===== config.mk =====
export PLATFORM = sky130hd
export DESIGN_NAME = agnus_audio_dma
export DESIGN_NICKNAME = d
export VERILOG_FILES = /design/src/rtl/agnus_audio_dma.sv
export SDC_FILE = /design/constraint.sdc
export NUM_CORES = 1
export LEC_CHECK = 0
export BUFFER_PORTS_ARGS = -buffer_cell sky130_fd_sc_hd__buf_2
export CORE_MARGIN = 2
export CORE_UTILIZATION = 50
export DETAILED_ROUTE_END_ITERATION = 10
export PLACE_DENSITY = 0.72
export RECOVER_POWER = 50
export SLEW_MARGIN = 20
export SYNTH_ARGS = -nofsm -noshare
export SYNTH_HDL_FRONTEND = slang
export SYNTH_SLANG_ARGS = --single-unit

===== constraint.sdc =====
create_clock -name clk -period 1.8 [get_ports clk]
set_input_delay 0.09 -clock clk [delete_from_list [all_inputs] [get_ports clk]]
set_output_delay 0.09 -clock clk [all_outputs]
set_load 0.1 [all_outputs]

===== src/rtl/agnus_audio_dma.sv =====
// Agnus-side audio DMA responder: latches the four Paula audio requests at the line strobe and
// serves each in its fixed slot from the AUDxPT pointers. Build option AUDIO_DMA_ECS_ADDR_EN.
module agnus_audio_dma (
  input  logic        clk,
  input  logic        reset_n,
  input  logic        clk7_en,
  input  logic        cck,
  input  logic [8:0]  hpos,
  input  logic        strhor,
  input  logic [3:0]  audio_dmareq,
  input  logic [3:0]  audio_dmas,
  input  logic [3:0]  aud_en,
  input  logic [7:0]  reg_address_in,
  input  logic [15:0] data_in,
  input  logic        reg_wr,
  output logic        dma,
  output logic [19:0] address_out,
  output logic [7:0]  reg_address_out
);

`ifdef AUDIO_DMA_ECS_ADDR_EN
  localparam int AW = 20;
`else
  localparam int AW = 18;
`endif

  localparam logic [AW-1:0] PTR_INC   = {{(AW-1){1'b0}}, 1'b1};
  localparam logic [7:0]    LCH_BASE  = 8'h50;
  localparam logic [7:0]    LCL_BASE  = 8'h51;
  localparam logic [8:0]    SLOT_BASE = 9'h00D;

  logic [AW-1:0] lc_q  [4];
  logic [AW-1:0] lc_d  [4];
  logic [AW-1:0] ptr_q [4];
  logic [AW-1:0] ptr_d [4];
  logic [3:0]    pend_q;
  logic [3:0]    pend_d;
  logic [3:0]    rst_q;
  logic [3:0]    rst_d;
  logic [3:0]    slot_hit_s;
  logic [3:0]    serve_s;
  logic          unused_data_s;

  // LCL ignores bit 0 (word addresses only).
  assign unused_data_s = data_in[0];

  // Slot ownership and service decision per channel.
  always_comb begin
    slot_hit_s = 4'b0000;
    serve_s    = 4'b0000;
    for (int n = 0; n < 4; n++) begin
      slot_hit_s[n] = (hpos == (SLOT_BASE + 9'(2 * n)));
      serve_s[n]    = slot_hit_s[n] & pend_q[n] & aud_en[n];
    end
  end

  // Bus outputs: the serving channel's pointer and AUDxDAT, else idle.
  always_comb begin
    case (serve_s)
      4'b0001: begin
        dma             = 1'b1;
        address_out     = 20'(ptr_q[0]);
        reg_address_out = 8'h55;
      end
      4'b0010: begin
        dma             = 1'b1;
        address_out     = 20'(ptr_q[1]);
        reg_address_out = 8'h5D;
      end
      4'b0100: begin
        dma             = 1'b1;
        address_out     = 20'(ptr_q[2]);
        reg_address_out = 8'h65;
      end
      4'b1000: begin
        dma             = 1'b1;
        address_out     = 20'(ptr_q[3]);
        reg_address_out = 8'h6D;
      end
      default: begin
        dma             = 1'b0;
        address_out     = 20'h00000;
        reg_address_out = 8'hFF;
      end
    endcase
  end

  // Next state: LC writes, slot-end pointer update, and the strobe latch (strobe wins for pend/rst).
  always_comb begin
    pend_d = pend_q;
    rst_d  = rst_q;
    for (int n = 0; n < 4; n++) begin
      lc_d[n]  = lc_q[n];
      ptr_d[n] = ptr_q[n];
    end
    if (clk7_en) begin
      for (int n = 0; n < 4; n++) begin
        if (reg_wr && (reg_address_in == (LCH_BASE + 8'(8 * n)))) begin
          lc_d[n][AW-1:15] = data_in[AW-16:0];
        end else if (reg_wr && (reg_address_in == (LCL_BASE + 8'(8 * n)))) begin
          lc_d[n][14:0] = data_in[15:1];
        end else begin
          lc_d[n] = lc_q[n];
        end
        // A restart reloads from the pre-write lc, so a coincident LC write only affects lc.
        if (cck && slot_hit_s[n]) begin
          pend_d[n] = 1'b0;
          if (serve_s[n]) begin
            ptr_d[n] = rst_q[n] ? lc_q[n] : (ptr_q[n] + PTR_INC);
          end else begin
            ptr_d[n] = ptr_q[n];
          end
        end else begin
          pend_d[n] = pend_q[n];
        end
      end
      if (strhor) begin
        pend_d = audio_dmareq;
        rst_d  = audio_dmas;
      end else begin
        rst_d = rst_q;
      end
    end else begin
      pend_d = pend_q;
      rst_d  = rst_q;
    end
  end

  // State registers.
  always_ff @(posedge clk or negedge reset_n) begin
    if (!reset_n) begin
      pend_q <= 4'b0000;
      rst_q  <= 4'b0000;
      for (int n = 0; n < 4; n++) begin
        lc_q[n]  <= {AW{1'b0}};
        ptr_q[n] <= {AW{1'b0}};
      end
    end else begin
      pend_q <= pend_d;
      rst_q  <= rst_d;
      for (int n = 0; n < 4; n++) begin
        lc_q[n]  <= lc_d[n];
        ptr_q[n] <= ptr_d[n];
      end
    end
  end

endmodule

==> summary.md, run 1 <==
| Metric | Value |
|---|---|
| Final weighted congestion of routability-driven global placement | 0.936 |
| Kind of critical path | flop to output pin |
| Total core area | 15800 um^2 |
| Synthesis-to-layout area growth | 35.1% |
| Prevailing post-synth register cell | dfrtp_1 |
| FP Rows | 46 |
| Proportion of register bits with asynchronous set or reset after synthesis | 100% |
| Num ports | 80 |
| Number of design rule violations left after detail routing | 0 |
| Cell count of the worst reg-to-reg path | 9 |
| Biggest area consumer among synthesized cells | dfrtp_1 |
| Fill count | 1171 |
| RSZ-0062 raised after global routing | yes |
| Die extent in y | 131 um |
| Total clock buffers created by CTS | 17 |
| Cell depth of the worst hold path | 2 |
| Register-to-Register Setup Slack | -0.05 ns |
| Delay contributed by the slowest stage of the critical path | 0.40 ns |
| Clock Tree Buf Depth | 2 |
| Number of antenna violations at the first check in global routing | 2 |
| Maximum vdd ir drop | 0.000701 V |
| Mean instance size in the synthesized netlist | 9.76 um^2 |
| Worst Hold Class | primary input to flop |
| Measured slew at the worst slew-check pin | 1.39 ns |
| Final hold slack | 0.00411 ns |
| Top area cells in the synthesized netlist | dfrtp_1 47%, mux2_2 10%, a21oi_1 5.8%, o21ai_0 4.0%, a22oi_1 3.9% |
| Worst Path Arrival | 1.96 ns |
| Detailed Route Iter0 Violations | 977 |
| Total Die Area | 17100 um^2 |
| Global-route wire length before repair | 41100 um |
| Effective utilization at floorplan | 50.9% |
| Post-synthesis cell count | 825 |
| Total gr overflow | 0 |
| Largest net degree at the start of global routing | 52 |
| Root buffer cell | clkbuf_16 |
| Skew-Pair Late Insertion Delay | 0.44 ns |
| Number of distinct standard cells referenced by the synthesized netlist | 61 |
| DRT antenna net count | 0 |
| Fraction of layout cells with a size suffix above 1 | 37.4% |
| Post-synth top cells | 152 x dfrtp_1, 93 x a21oi_1, 83 x nand2_1, 72 x mux2_2, 64 x o21ai_0 |
| Standard cell area after detailed placement | 9680 um^2 |
| Per-cell via count in the routed design | 6.37 |
| Endpoint kind of the worst setup timing path | output pin |
| Setup-failing EPs final | 29 |
| Hold Startpoint | data_in[4] |
| Post-DP HPWL | 18400 um |
| Min-Delay Endpoint | lc_q[57]$_DFFE_PN0P_ |
| Clock slew at reported path FFs | 0.07 ns |
| Final cell area excluding filler cells | 10900 um^2 |
| Critical path launch point type | flop |
| Post-layout instance count excluding filler cells | 1218 |
| Chip width | 131 um |
| Minimum clock period after layout | 2.05 ns |
| Total leakage power | 0.00493 uW |
| Critical path, cell by cell | nand3b_1 > nor4_4 > buf_6 > clkbuf_16 > a22oi_1 > nand2_4 > buf_12 |
| Power per cell area | 751 nW/um^2 |
| Synth warn | 0 |
| Vias after detailed routing | 7763 |
| Combined area of the multi-input logic cells | 4310 um^2 |
| Overall fraction of global-route tracks in use | 32.6% |
| Fmax achieved | 489 MHz |
| Final count of hold timing violations | 0 |
| Via count of the first global-routing pass | 7245 |
| Final nets | 1042 |
| Overall Power | 8170 uW |
| Max cap viols | 0 |
| Reg-to-reg critical path startpoint | pend_q[2]$_DFFE_PN0P_ |
| Count of TritonRoute iterations in the first routing pass | 5 |
| Part of the Yosys area used for sequential elements | 47.3% |
| Final setup skew | 0.00851 ns |
| Data required time at the worst endpoint | 1.71 ns |
| WL per Instance | 22.6 um |
| Terminus of the critical flop-to-flop path | ptr_q[33]$_DFFE_PN0P_ |
| Clock sink total | 152 |
| Cell area after synthesis | 8050 um^2 |
| Run status | finished with violations |
| Number of max-slew violations in the final report | 0 |
| Placed instance count | 1150 |
| Util after Layout | 68.7% |
| Count of buffers from port buffering | 74 |
| Drt total wl | 27500 um |
| Clock tree from TritonCTS | yes |
| Crit path max-delay cell type | dfrtp_1 |
| Final Cycle Share | 114% |
| Count of flip-flops with a built-in enable after synthesis | 0 |
| Cell with the most instances after synthesis | dfrtp_1 |
| H-tree level count | 4 |
| Post-route worst setup slack | -0.246 ns |
| Worst slew margin | 7.33% |
| Top fanout value on the critical path | 7 |
| Failing checks | negative setup slack |
| Yosys top cell area share | 47.3% |
| Register cell area after layout | 3810 um^2 |
| FF+latch count, synth | 152 |
==> layer usage <==
| metal | wire length (um) | global-route usage (%) | vias to the layer above |
|---|---|---|---|
| li1 | - | - | 3404 |
| met1 | 10600 | 42.1 | 3799 |
| met2 | 12600 | 49.8 | 440 |
| met3 | 2830 | 10.7 | 118 |
| met4 | 1440 | 14.7 | 2 |
| met5 | 61 | 2.65 | - |
==> flip-flops by register name, indices dropped and copies added (netlist names) <==
register / count
rst_q: 4
ptr_q: 72
lc_q: 72
pend_q: 4
==> cell families (layout without fill, tap and decap cells) <==
family / after synthesis / in the layout / share of synthesized area (%)
AOI/OAI and AO/OA: 276 / 276 / 21.1
and+or+nand+nor: 239 / 239 / 15.4
DFF: 152 / 152 / 47.3
muxes: 86 / 86 / 11.8
buffers and inverters: 66 / 238 / 3.68
adders and majority gates: 4 / 4 / 0.622
other: 2 / 7 / 0.0933
==> report_power, final <==
group	internal, uW	switching [uW]	leakage, uW
sequential	3490	54.4	0.00208
clock	2320	1470	0.000301
combinational	298	537	0.00256
total	6110	2060	0.00493
==> what timing repair did <==
action,CTS,global route
resized for setup,24,49
cloned,1,2
buffers inserted,6,15
endpoints found under the hold margin,53,0
pin swaps,11,16
hold buffers,10,0
endpoints found under the setup margin,24,55
==> critical path, delay by kind of cell, from the launching register on <==
| family | cells | cell delay, ns |
|---|---|---|
| compound gates | 1 | 0.09 |
| buf+inv | 3 | 0.52 |
| flops | 1 | 0.40 |
| simple gates | 3 | 0.50 |
==> layout by cell type (no fill, tap or decap), types with 5 or more instances in the layout <==
cell type and count:
dfrtp_1 144, a21oi_1 93, buf_4 86, mux2_2 72, o21ai_0 64, nand2_1 63, buf_2 48, nor2_1 33
buf_12 31, nand3_1 26, a22oi_2 24, clkbuf_16 19, a22oi_1 18, nand4_1 15, mux2i_1 14, a21o_1 12
nor3_1 12, inv_1 11, nand2_2 10, nand2_4 10, dlygate4sd3_1 10, o22ai_1 8, dfrtp_2 8, nand3b_1 6
a31o_2 6, and3_1 6, o2bb2ai_1 6, a2bb2oi_1 6, a31oi_1 6, o21ai_1 6, o22a_1 5, conb_1 5
buf_6 5
==> worst max-delay path by stage <==
| stage | start | endpoint | slack, ns | cells past startpoint |
|---|---|---|---|---|
| finish | pend_q[2]$_DFFE_PN0P_ | address_out[17] | -0.25 | 7 |
| global route | pend_q[0]$_DFFE_PN0P_ | address_out[8] | -0.27 | 6 |
| CTS | pend_q[1]$_DFFE_PN0P_ | address_out[8] | -0.23 | 8 |
| detailed placement | hpos[3] | ptr_q[33]$_DFFE_PN0P_ | -0.16 | 9 |
| global placement | hpos[3] | address_out[12] | -0.11 | 8 |
| floorplan | pend_q[0]$_DFFE_PN0P_ | dma | -0.21 | 5 |
==> area by class of cell <==
cell class	instances	area share, %
multi-input combinational	610	39.6
sequential	152	35.1
timing repair buffer	192	16.5
clock buffer	21	4.42
tap	216	2.49
clock inverter	11	1.34
inverter	14	0.518
antenna	2	0.0460
==> stage by stage <==
stage / TNS, ns / setup slack, ns
3_3_place_gp: -2.39 / -0.110
3_5_place_dp: -3.29 / -0.157
2_1_floorplan: -0.205 / -0.205
5_1_grt: -6.46 / -0.267
6_report: -4.24 / -0.246
4_1_cts: -3.77 / -0.232
No activity file was read; power rests on OpenSTA's default activity.
==> run 2: changes to the inputs <==
--- a/config.mk
+++ b/config.mk
@@ -7,9 +7,8 @@
 export LEC_CHECK = 0
 export BUFFER_PORTS_ARGS = -buffer_cell sky130_fd_sc_hd__buf_2
 export CORE_MARGIN = 2
-export CORE_UTILIZATION = 50
+export CORE_UTILIZATION = 30
 export DETAILED_ROUTE_END_ITERATION = 10
-export PLACE_DENSITY = 0.72
 export RECOVER_POWER = 50
 export SLEW_MARGIN = 20
 export SYNTH_ARGS = -nofsm -noshare
==> run 2 against run 1 <==
The flow still finishes with violations (negative setup slack); sequential share of layout area fell by 1.2 points; cell count rose by 10%; combinational power rose by 3.8%; worst hold slack improved by 0.013 ns; worst setup slack improved by 0.020 ns; largest power group is now sequential cells.
==> summary.md, run 2 (synthesis gave the netlist of run 1 again) <==
| Metric | Value |
|---|---|
| Run status | finished with violations |
| Failing checks | negative setup slack |
| Placed instance count | 1279 (+11%) |
| Final setup skew | 0.0128 ns (+0.00426 ns) |
| Total Die Area | 28200 um^2 (+64%) |
| Most common cell after layout, fill and taps aside | dfrtp_1 |
| Clock slew at reported path FFs | 0.07 ns (about the same) |
| Detailed Route Iter0 Violations | 712 (-27%) |
| Post-route worst setup slack | -0.226 ns (+0.0205 ns) |
| Post-layout instance count excluding filler cells | 1344 (+10%) |
| WL per Instance | 20.8 um (-7.9%) |
| Critical path, cell by cell | nand4b_1 > nor3_4 > buf_12 > clkbuf_16 > a22oi_2 > nand2_2 > buf_12 |
| Highest-count cells in the layout ignoring fill and taps | 150 x dfrtp_1, 92 x a21oi_1, 81 x buf_4, 72 x mux2_2, 63 x o21ai_0 |
| Worst Path Arrival | 1.94 ns (-0.02 ns) |
| Total gr overflow | 0 (unchanged) |
| Synthesis-to-layout area growth | 39.5% |
| H-tree level count | 4 (unchanged) |
| Maximum vdd ir drop | 0.000689 V (-1.8%) |
| Via count of the first global-routing pass | 7005 (-3.3%) |
| Clock tree from TritonCTS | yes |
| Measured slew at the worst slew-check pin | 1.15 ns (-0.237 ns) |
| Per-cell via count in the routed design | 5.62 (-12%) |
| Endpoint kind of the worst setup timing path | output pin |
| Fill count | 2475 (+110%) |
| Kind of cell with the highest combined delay on the critical path | simple AND/OR/NAND/NOR gates |
| Registers with the highest flip-flop counts | lc_q: 72 flops, ptr_q: 72 flops |
| Minimum clock period after layout | 2.03 ns (-0.0205 ns) |
| Final count of hold timing violations | 0 (unchanged) |
| Data required time at the worst endpoint | 1.71 ns (about the same) |
| Setup-failing EPs final | 29 (unchanged) |
| Drt total wl | 27900 um (+1.6%) |
| Final nets | 1050 (+0.77%) |
| Total core area | 26200 um^2 (+66%) |
| FP Rows | 59 (+28%) |
| Total clock buffers created by CTS | 17 (unchanged) |
| Number of antenna violations at the first check in global routing | 0 (-2) |
| Number of max-slew violations in the final report | 0 (unchanged) |
| Delay contributed by the slowest stage of the critical path | 0.34 ns (-0.06 ns) |
| Final weighted congestion of routability-driven global placement | 0.899 (-4.0%) |
| Final Cycle Share | 113% (-1.1 points) |
| Worst slew margin | 23.1% (+16 points) |
| Cell repeated most along the worst path | buf_12 |
| Root buffer cell | clkbuf_16 |
| Global-route wire length before repair | 41300 um (+0.57%) |
| Chip width | 168 um (+28%) |
| Largest net degree at the start of global routing | 43 (-17%) |
| Max cap viols | 0 (unchanged) |
| Total leakage power | 0.00501 uW (+1.5%) |
| RSZ-0062 raised after global routing | yes |
| Crit path max-delay cell type | dfrtp_1 |
| Post-DP HPWL | 19800 um (+7.3%) |
| Effective utilization at floorplan | 30.7% (-20 points) |
| DRT antenna net count | 0 (unchanged) |
| Fraction of layout cells with a size suffix above 1 | 39.1% (+1.7 points) |
| Buffer and inverter count on the worst path | 3 (unchanged) |
| Fmax achieved | 494 MHz (+1.0%) |
| Skew-Pair Late Insertion Delay | 0.44 ns (about the same) |
| Critical path launch point type | flop |
| Worst Hold Class | primary input to flop |
| Num ports | 80 (unchanged) |
| Clock Tree Buf Depth | 2 (unchanged) |
| Count of TritonRoute iterations in the first routing pass | 5 (unchanged) |
| Kind of critical path | flop to output pin |
| Power per cell area | 698 nW/um^2 (-7.1%) |
| Final hold slack | 0.0174 ns (+0.0133 ns) |
| Top fanout value on the critical path | 5 (-2) |
| Clock sink total | 152 (unchanged) |
| Count of buffers from port buffering | 74 (unchanged) |
| Die extent in y | 168 um (+28%) |
| Number of design rule violations left after detail routing | 0 (unchanged) |
| Overall fraction of global-route tracks in use | 19.2% (-13 points) |
| Vias after detailed routing | 7559 (-2.6%) |
-- run 2: changes by cell type in the layout (fill, tap and decap cells not counted), sizes merged --
cell         change
clkinv           -3
buf              +1
clkbuf           -2
diode            -1
dlygate4sd3      +5
bufinv           -3
inv             +10
-- run 2: path summary, 6_finish.rpt --
kind,start,endpoint,slack (ns),cells past startpoint
worst min-delay path,data_in[10],lc_q[9]$_DFFE_PN0P_,0.02,2
worst max-delay path,pend_q[0]$_DFFE_PN0P_,address_out[14],-0.23,7
max in group asynchronous,reset_n,ptr_q[54]$_DFFE_PN0P_,0.19,3
min in group asynchronous,reset_n,pend_q[1]$_DFFE_PN0P_,0.42,2
worst min register to register,lc_q[23]$_DFFE_PN0P_,lc_q[23]$_DFFE_PN0P_,0.50,1
worst max register to register,pend_q[0]$_DFFE_PN0P_,ptr_q[61]$_DFFE_PN0P_,-0.03,7
-- run 2: cell type report --
class	instances	area, um^2	area share (%)
Clock inverter	15	130	1.16
Inverter	14	56.3	0.501
Antenna cell	1	2.50	0.0223
Clock buffer	17	425	3.79
Multi-Input combinational cell	610	4430	39.4
Timing Repair Buffer	200	1960	17.5
Tap cell	335	419	3.73
Sequential cell	152	3810	33.9
-- run 2: routing by layer --
| layer | vias up | global-route usage [%] | share of wire [%] |
|---|---|---|---|
| met1 | 3800 | 27.0 | 44 |
| met2 | 284 | 29.8 | 47 |
| met3 | 49 | 4.21 | 6.8 |
| met5 | - | 0 | 0 |
| li1 | 3426 | - | - |
| met4 | 0 | 5.82 | 2.6 |
-- run 2: metrics by stage --
| step | setup WS [ns] | utilization, % | area (um^2) | total power, uW | setup TNS, ns |
|---|---|---|---|---|---|
| after floorplan | -0.205 | - | 8200 | 4050 | -0.205 |
| after global placement | -0.0974 | 37.9 | 9920 | 4390 | -1.89 |
| after detailed placement | -0.0953 | 37.9 | 9920 | 4400 | -1.94 |
| after CTS | -0.164 | 41.1 | 10800 | 7860 | -3.01 |
| after global routing | -0.260 | 42.8 | 11200 | 8100 | -7.83 |
| final | -0.226 | 42.8 | 11200 | 7840 | -3.90 |
-- run 2: power by group --
group | total [uW] | internal (uW) | switching, uW
combinational | 867 | 323 | 544
clock | 3440 | 1810 | 1630
sequential | 3530 | 3480 | 48.4
total | 7840 | 5620 | 2220
-- run 2: timing repair --
action | in CTS | in global routing
hold endpoints to repair | 130 | 0
setup endpoints to repair | 25 | 29
buffers inserted | 2 | 9
cloned | 0 | 7
hold buffers | 15 | 0
pin swaps | 3 | 39
gates resized for setup | 28 | 62
==> run 3: changes to the inputs <==
--- a/config.mk
+++ b/config.mk
@@ -5,11 +5,13 @@
 export SDC_FILE = /design/constraint.sdc
 export NUM_CORES = 1
 export LEC_CHECK = 0
+export ABC_AREA = 1
 export BUFFER_PORTS_ARGS = -buffer_cell sky130_fd_sc_hd__buf_2
 export CORE_MARGIN = 2
 export CORE_UTILIZATION = 30
 export DETAILED_ROUTE_END_ITERATION = 10
 export RECOVER_POWER = 50
+export REMOVE_ABC_BUFFERS = 1
 export SLEW_MARGIN = 20
 export SYNTH_ARGS = -nofsm -noshare
 export SYNTH_HDL_FRONTEND = slang
==> run 3 against run 2 <==
The flow still finishes with violations (negative setup slack); routed wire length grew 11%; worst setup slack gained 0.19 ns; clock skew is 0.00051 ns lower; core utilization decreased by 4.7 points; flip-flop and latch count unchanged; synthesized area is 12% higher; global-route usage is 0.75 points higher; critical path type unchanged; critical endpoint is now address_out[4].
==> summary.md, run 3 <==
| Metric | Value |
|---|---|
| Run status | finished with violations |
| Failing checks | negative setup slack |
| Final count of hold timing violations | 0 (unchanged) |
| Per-cell via count in the routed design | 5.00 (-11%) |
| Cell area after synthesis | 9010 um^2 (+12%) |
| Kind of cell with the highest combined delay on the critical path | simple AND/OR/NAND/NOR gates |
| Top area cells in the synthesized netlist | dfrtp_1 42%, nand2_1 17%, nor2_1 7.5%, nand3_1 6.8%, o21ai_0 4.7% |
| Number of max-slew violations in the final report | 0 (unchanged) |
| Post-route worst setup slack | -0.0362 ns (+0.189 ns) |
| Clock slew at reported path FFs | 0.07 ns (about the same) |
| Delay contributed by the slowest stage of the critical path | 0.38 ns (+0.04 ns) |
| Post-synthesis adder-cell area fraction | 0.555% (-0.066 points) |
| Post-synth top cells | 399 x nand2_1, 180 x nor2_1, 152 x dfrtp_1, 122 x nand3_1, 102 x inv_1 |
| Power spent charging and discharging nets | 2270 uW (+2.3%) |
| Critical path launch point type | flop |
| Measured slew at the worst slew-check pin | 1.19 ns (+0.0339 ns) |
| Prevailing post-synth register cell | dfrtp_1 |
| Critical path, cell by cell | nand2_1 > inv_2 > nand3_4 > inv_6 > nand2_1 > nand4_1 > buf_12 |
| Number of distinct standard cells referenced by the synthesized netlist | 45 (-26%) |
| Endpoint kind of the worst setup timing path | output pin |
| FF+latch count, synth | 152 (unchanged) |
| Clock network fraction of total power | 45.9% (+2.0 points) |
| Total Die Area | 31400 um^2 (+12%) |
| Total gr overflow | 0 (unchanged) |
| Synthesis-to-layout area growth | 25.3% |
| Detailed Route Iter0 Violations | 770 (+8.1%) |
| Num ports | 80 (unchanged) |
| Internal power of the cells | 5880 uW (+4.6%) |
| Synth warn | 0 (unchanged) |
| Maximum vdd ir drop | 0.000489 V (-29%) |
| Registers with the highest flip-flop counts | lc_q: 72 flops, ptr_q: 72 flops |
| Post-DP HPWL | 22900 um (+16%) |
| Total leakage power | 0.00534 uW (+6.7%) |
| Multiplexer area fraction after synthesis | 0.889% (-11 points) |
| Part of the Yosys area used for sequential elements | 42.2% (-5.0 points) |
| Drt total wl | 31100 um (+11%) |
| Minimum clock period after layout | 1.84 ns (-0.189 ns) |
| Chip width | 177 um (+5.7%) |
| Buffer and inverter count on the worst path | 3 (unchanged) |
| Largest net degree at the start of global routing | 44 (+2.3%) |
| Final weighted congestion of routability-driven global placement | 0.950 (+5.7%) |
| Net switching fraction of the power | 27.8% (-0.45 points) |
| Effective utilization at floorplan | 30.4% (-0.31 points) |
| Clock tree from TritonCTS | yes |
| Worst slew margin | 20.8% (-2.3 points) |
| H-tree level count | 4 (unchanged) |
| Final nets | 1458 (+39%) |
| Top fanout value on the critical path | 9 (+4) |
| Skew-Pair Late Insertion Delay | 0.44 ns (about the same) |
| Number of design rule violations left after detail routing | 0 (unchanged) |
| Final setup skew | 0.0123 ns (-0.000509 ns) |
| Via count of the first global-routing pass | 8480 (+21%) |
| Antenna diode instance count | 0 (-1) |
| Vias after detailed routing | 9030 (+19%) |
| Largest family of logic cells by synthesized area | simple AND/OR/NAND/NOR gates |
| Proportion of register bits with asynchronous set or reset after synthesis | 100% (unchanged) |
| Root buffer cell | clkbuf_16 |
| Proportion of power drawn by flip-flops and latches | 43.4% (-1.7 points) |
| DRT antenna net count | 0 (unchanged) |
| WL per Instance | 17.2 um (-17%) |
| Data required time at the worst endpoint | 1.71 ns (about the same) |
| Cell repeated most along the worst path | nand2_1 |
| Fraction of the mapped netlist area in simple logic gates | 37.8% (+22 points) |
| Biggest area consumer among synthesized cells | dfrtp_1 |
| Fraction of layout cells with a size suffix above 1 | 15.7% (-23 points) |
| Count of buffers from port buffering | 74 (unchanged) |
| Worst Path Arrival | 1.75 ns (-0.19 ns) |
| FP Rows | 63 (+6.8%) |
| Yosys top cell area share | 42.2% (-5.0 points) |
| Setup-failing EPs final | 4 (-86%) |
| Global-route wire length before repair | 48000 um (+16%) |
| Count of flip-flops with a built-in enable after synthesis | 0 (unchanged) |
| Number of antenna violations at the first check in global routing | 0 (unchanged) |
| Clock sink total | 152 (unchanged) |
| Die extent in y | 177 um (+5.7%) |
| Final Cycle Share | 102% (-11 points) |
| Total negative slack | -0.0698 ns (+3.83 ns) |
| Power per cell area | 722 nW/um^2 (+3.4%) |
| Crit path max-delay cell type | dfrtp_1 |
| Mean instance size in the synthesized netlist | 7.02 um^2 (-28%) |
| Share of power burned in combinational logic | 10.7% (-0.4 points) |
| Total clock buffers created by CTS | 17 (unchanged) |
| Max cap viols | 0 (unchanged) |
| Clock Tree Buf Depth | 2 (unchanged) |
| Post-synthesis cell count | 1284 (+56%) |
| Most common cell after layout, fill and taps aside | nand2_1 |
| Cell with the most instances after synthesis | nand2_1 |
| Synthesized-area fraction occupied by ao, oa, aoi and oai cells | 8.84% (-12 points) |
| RSZ-0062 raised after global routing | yes |
| Final hold slack | 0.0155 ns (-0.00193 ns) |
| Worst Hold Class | primary input to flop |
| Highest-count cells in the layout ignoring fill and taps | 393 x nand2_1, 178 x nor2_1, 151 x dfrtp_1, 116 x nand3_1, 97 x inv_1 |
| Synth Area in XOR/XNOR | 1.65% (+1.7 points) |
| Overall fraction of global-route tracks in use | 20.0% (+0.75 points) |
| Kind of critical path | flop to output pin |
| Total core area | 29600 um^2 (+13%) |
| Fmax achieved | 545 MHz (+10%) |
| Count of TritonRoute iterations in the first routing pass | 5 (unchanged) |
## run 3: cell types whose count changed in the layout (fill, tap and decap cells not counted), sizes merged, moves of 10 or more
cell	previous run	this run
buf	174	128
a21o	12	1
nand4	15	45
mux2	72	0
nor2	35	185
inv	21	117
o22ai	10	0
a21oi	94	14
nor3	14	3
a22oi	42	0
nand2	83	400
o21ai	70	125
nand3	31	127
## run 3: kinds of logic (layout without fill, tap and decap cells)
group	Yosys count	in the layout
other cells	2	5
flops	152	152
xor+xnor	17	17
compound gates	153	153
simple gates	783	783
buf+inv	165	294
mux	8	8
fa+ha+maj	4	4
## run 3: final timing paths
kind	from	endpoint	slack [ns]	cells past startpoint
worst max-delay path	pend_q[0]$_DFFE_PN0P_	address_out[4]	-0.04	7
worst min-delay path	data_in[11]	lc_q[28]$_DFFE_PN0P_	0.02	3
worst max register to register	ptr_q[18]$_DFFE_PN0P_	ptr_q[26]$_DFFE_PN0P_	0.15	8
max in group asynchronous	reset_n	ptr_q[31]$_DFFE_PN0P_	0.20	3
worst min register to register	lc_q[10]$_DFFE_PN0P_	lc_q[10]$_DFFE_PN0P_	0.49	2
min in group asynchronous	reset_n	ptr_q[5]$_DFFE_PN0P_	0.44	2
## run 3: what timing repair did
item	4_1_cts	5_1_grt
endpoints found under the setup margin	21	25
hold buffers	14	0
gates cloned	2	3
pin swaps	4	10
resized for setup	22	22
buffers inserted	1	3
hold endpoints to repair	148	0
## run 3: layer usage
metal,up-vias,global-route usage (%),part of all wire (%)
li1,4391,-,-
met1,4320,26.0,42
met2,267,33.8,50
met3,52,2.85,4.9
met4,0,7.31,3.1
met5,-,0,0
## run 3: layout make-up
| cell class | instances | area (um^2) |
|---|---|---|
| Clock buffer | 17 | 425 |
| Clock inverter | 15 | 180 |
| Fill cell | 3152 | 18300 |
| Inverter | 111 | 433 |
| Multi-Input combinational cell | 970 | 4570 |
| Sequential cell | 152 | 3800 |
| Tap cell | 390 | 488 |
| Timing Repair Buffer | 149 | 1380 |
| Timing Repair inverter | 2 | 10.0 |
## run 3: stage by stage
step | util [%] | instance area (um^2) | worst slack, ns | power (uW) | instances
after global routing | 38.1 | 11300 | -0.117 | 8470 | 1806
after detailed placement | 34.9 | 10300 | 0.0826 | 4400 | 1751
after floorplan | - | 8720 | -4.20 | 4020 | 1233
final | 38.1 | 11300 | -0.0362 | 8150 | 1806
after global placement | 34.9 | 10300 | 0.117 | 4390 | 1751
after CTS | 37.7 | 11200 | -0.0499 | 8180 | 1800
## run 3: power by group through the flow
stage / logic [uW] / clock network, uW / registers, uW
after floorplan: 413 / 0 / 3610
after global placement: 796 / 0 / 3600
after detailed placement: 803 / 0 / 3600
after CTS: 834 / 3810 / 3530
after global routing: 963 / 3970 / 3540
final: 869 / 3740 / 3540
## run 3: worst reg2reg max path, cell delays in order (launching register included)
cell,delay (ns)
dfrtp_2,0.42
ha_1,0.22
nand2_1,0.09
nor2_2,0.22
nand2_1,0.14
or2_2,0.29
nand3_1,0.07
nand3_1,0.08
nand2_1,0.07
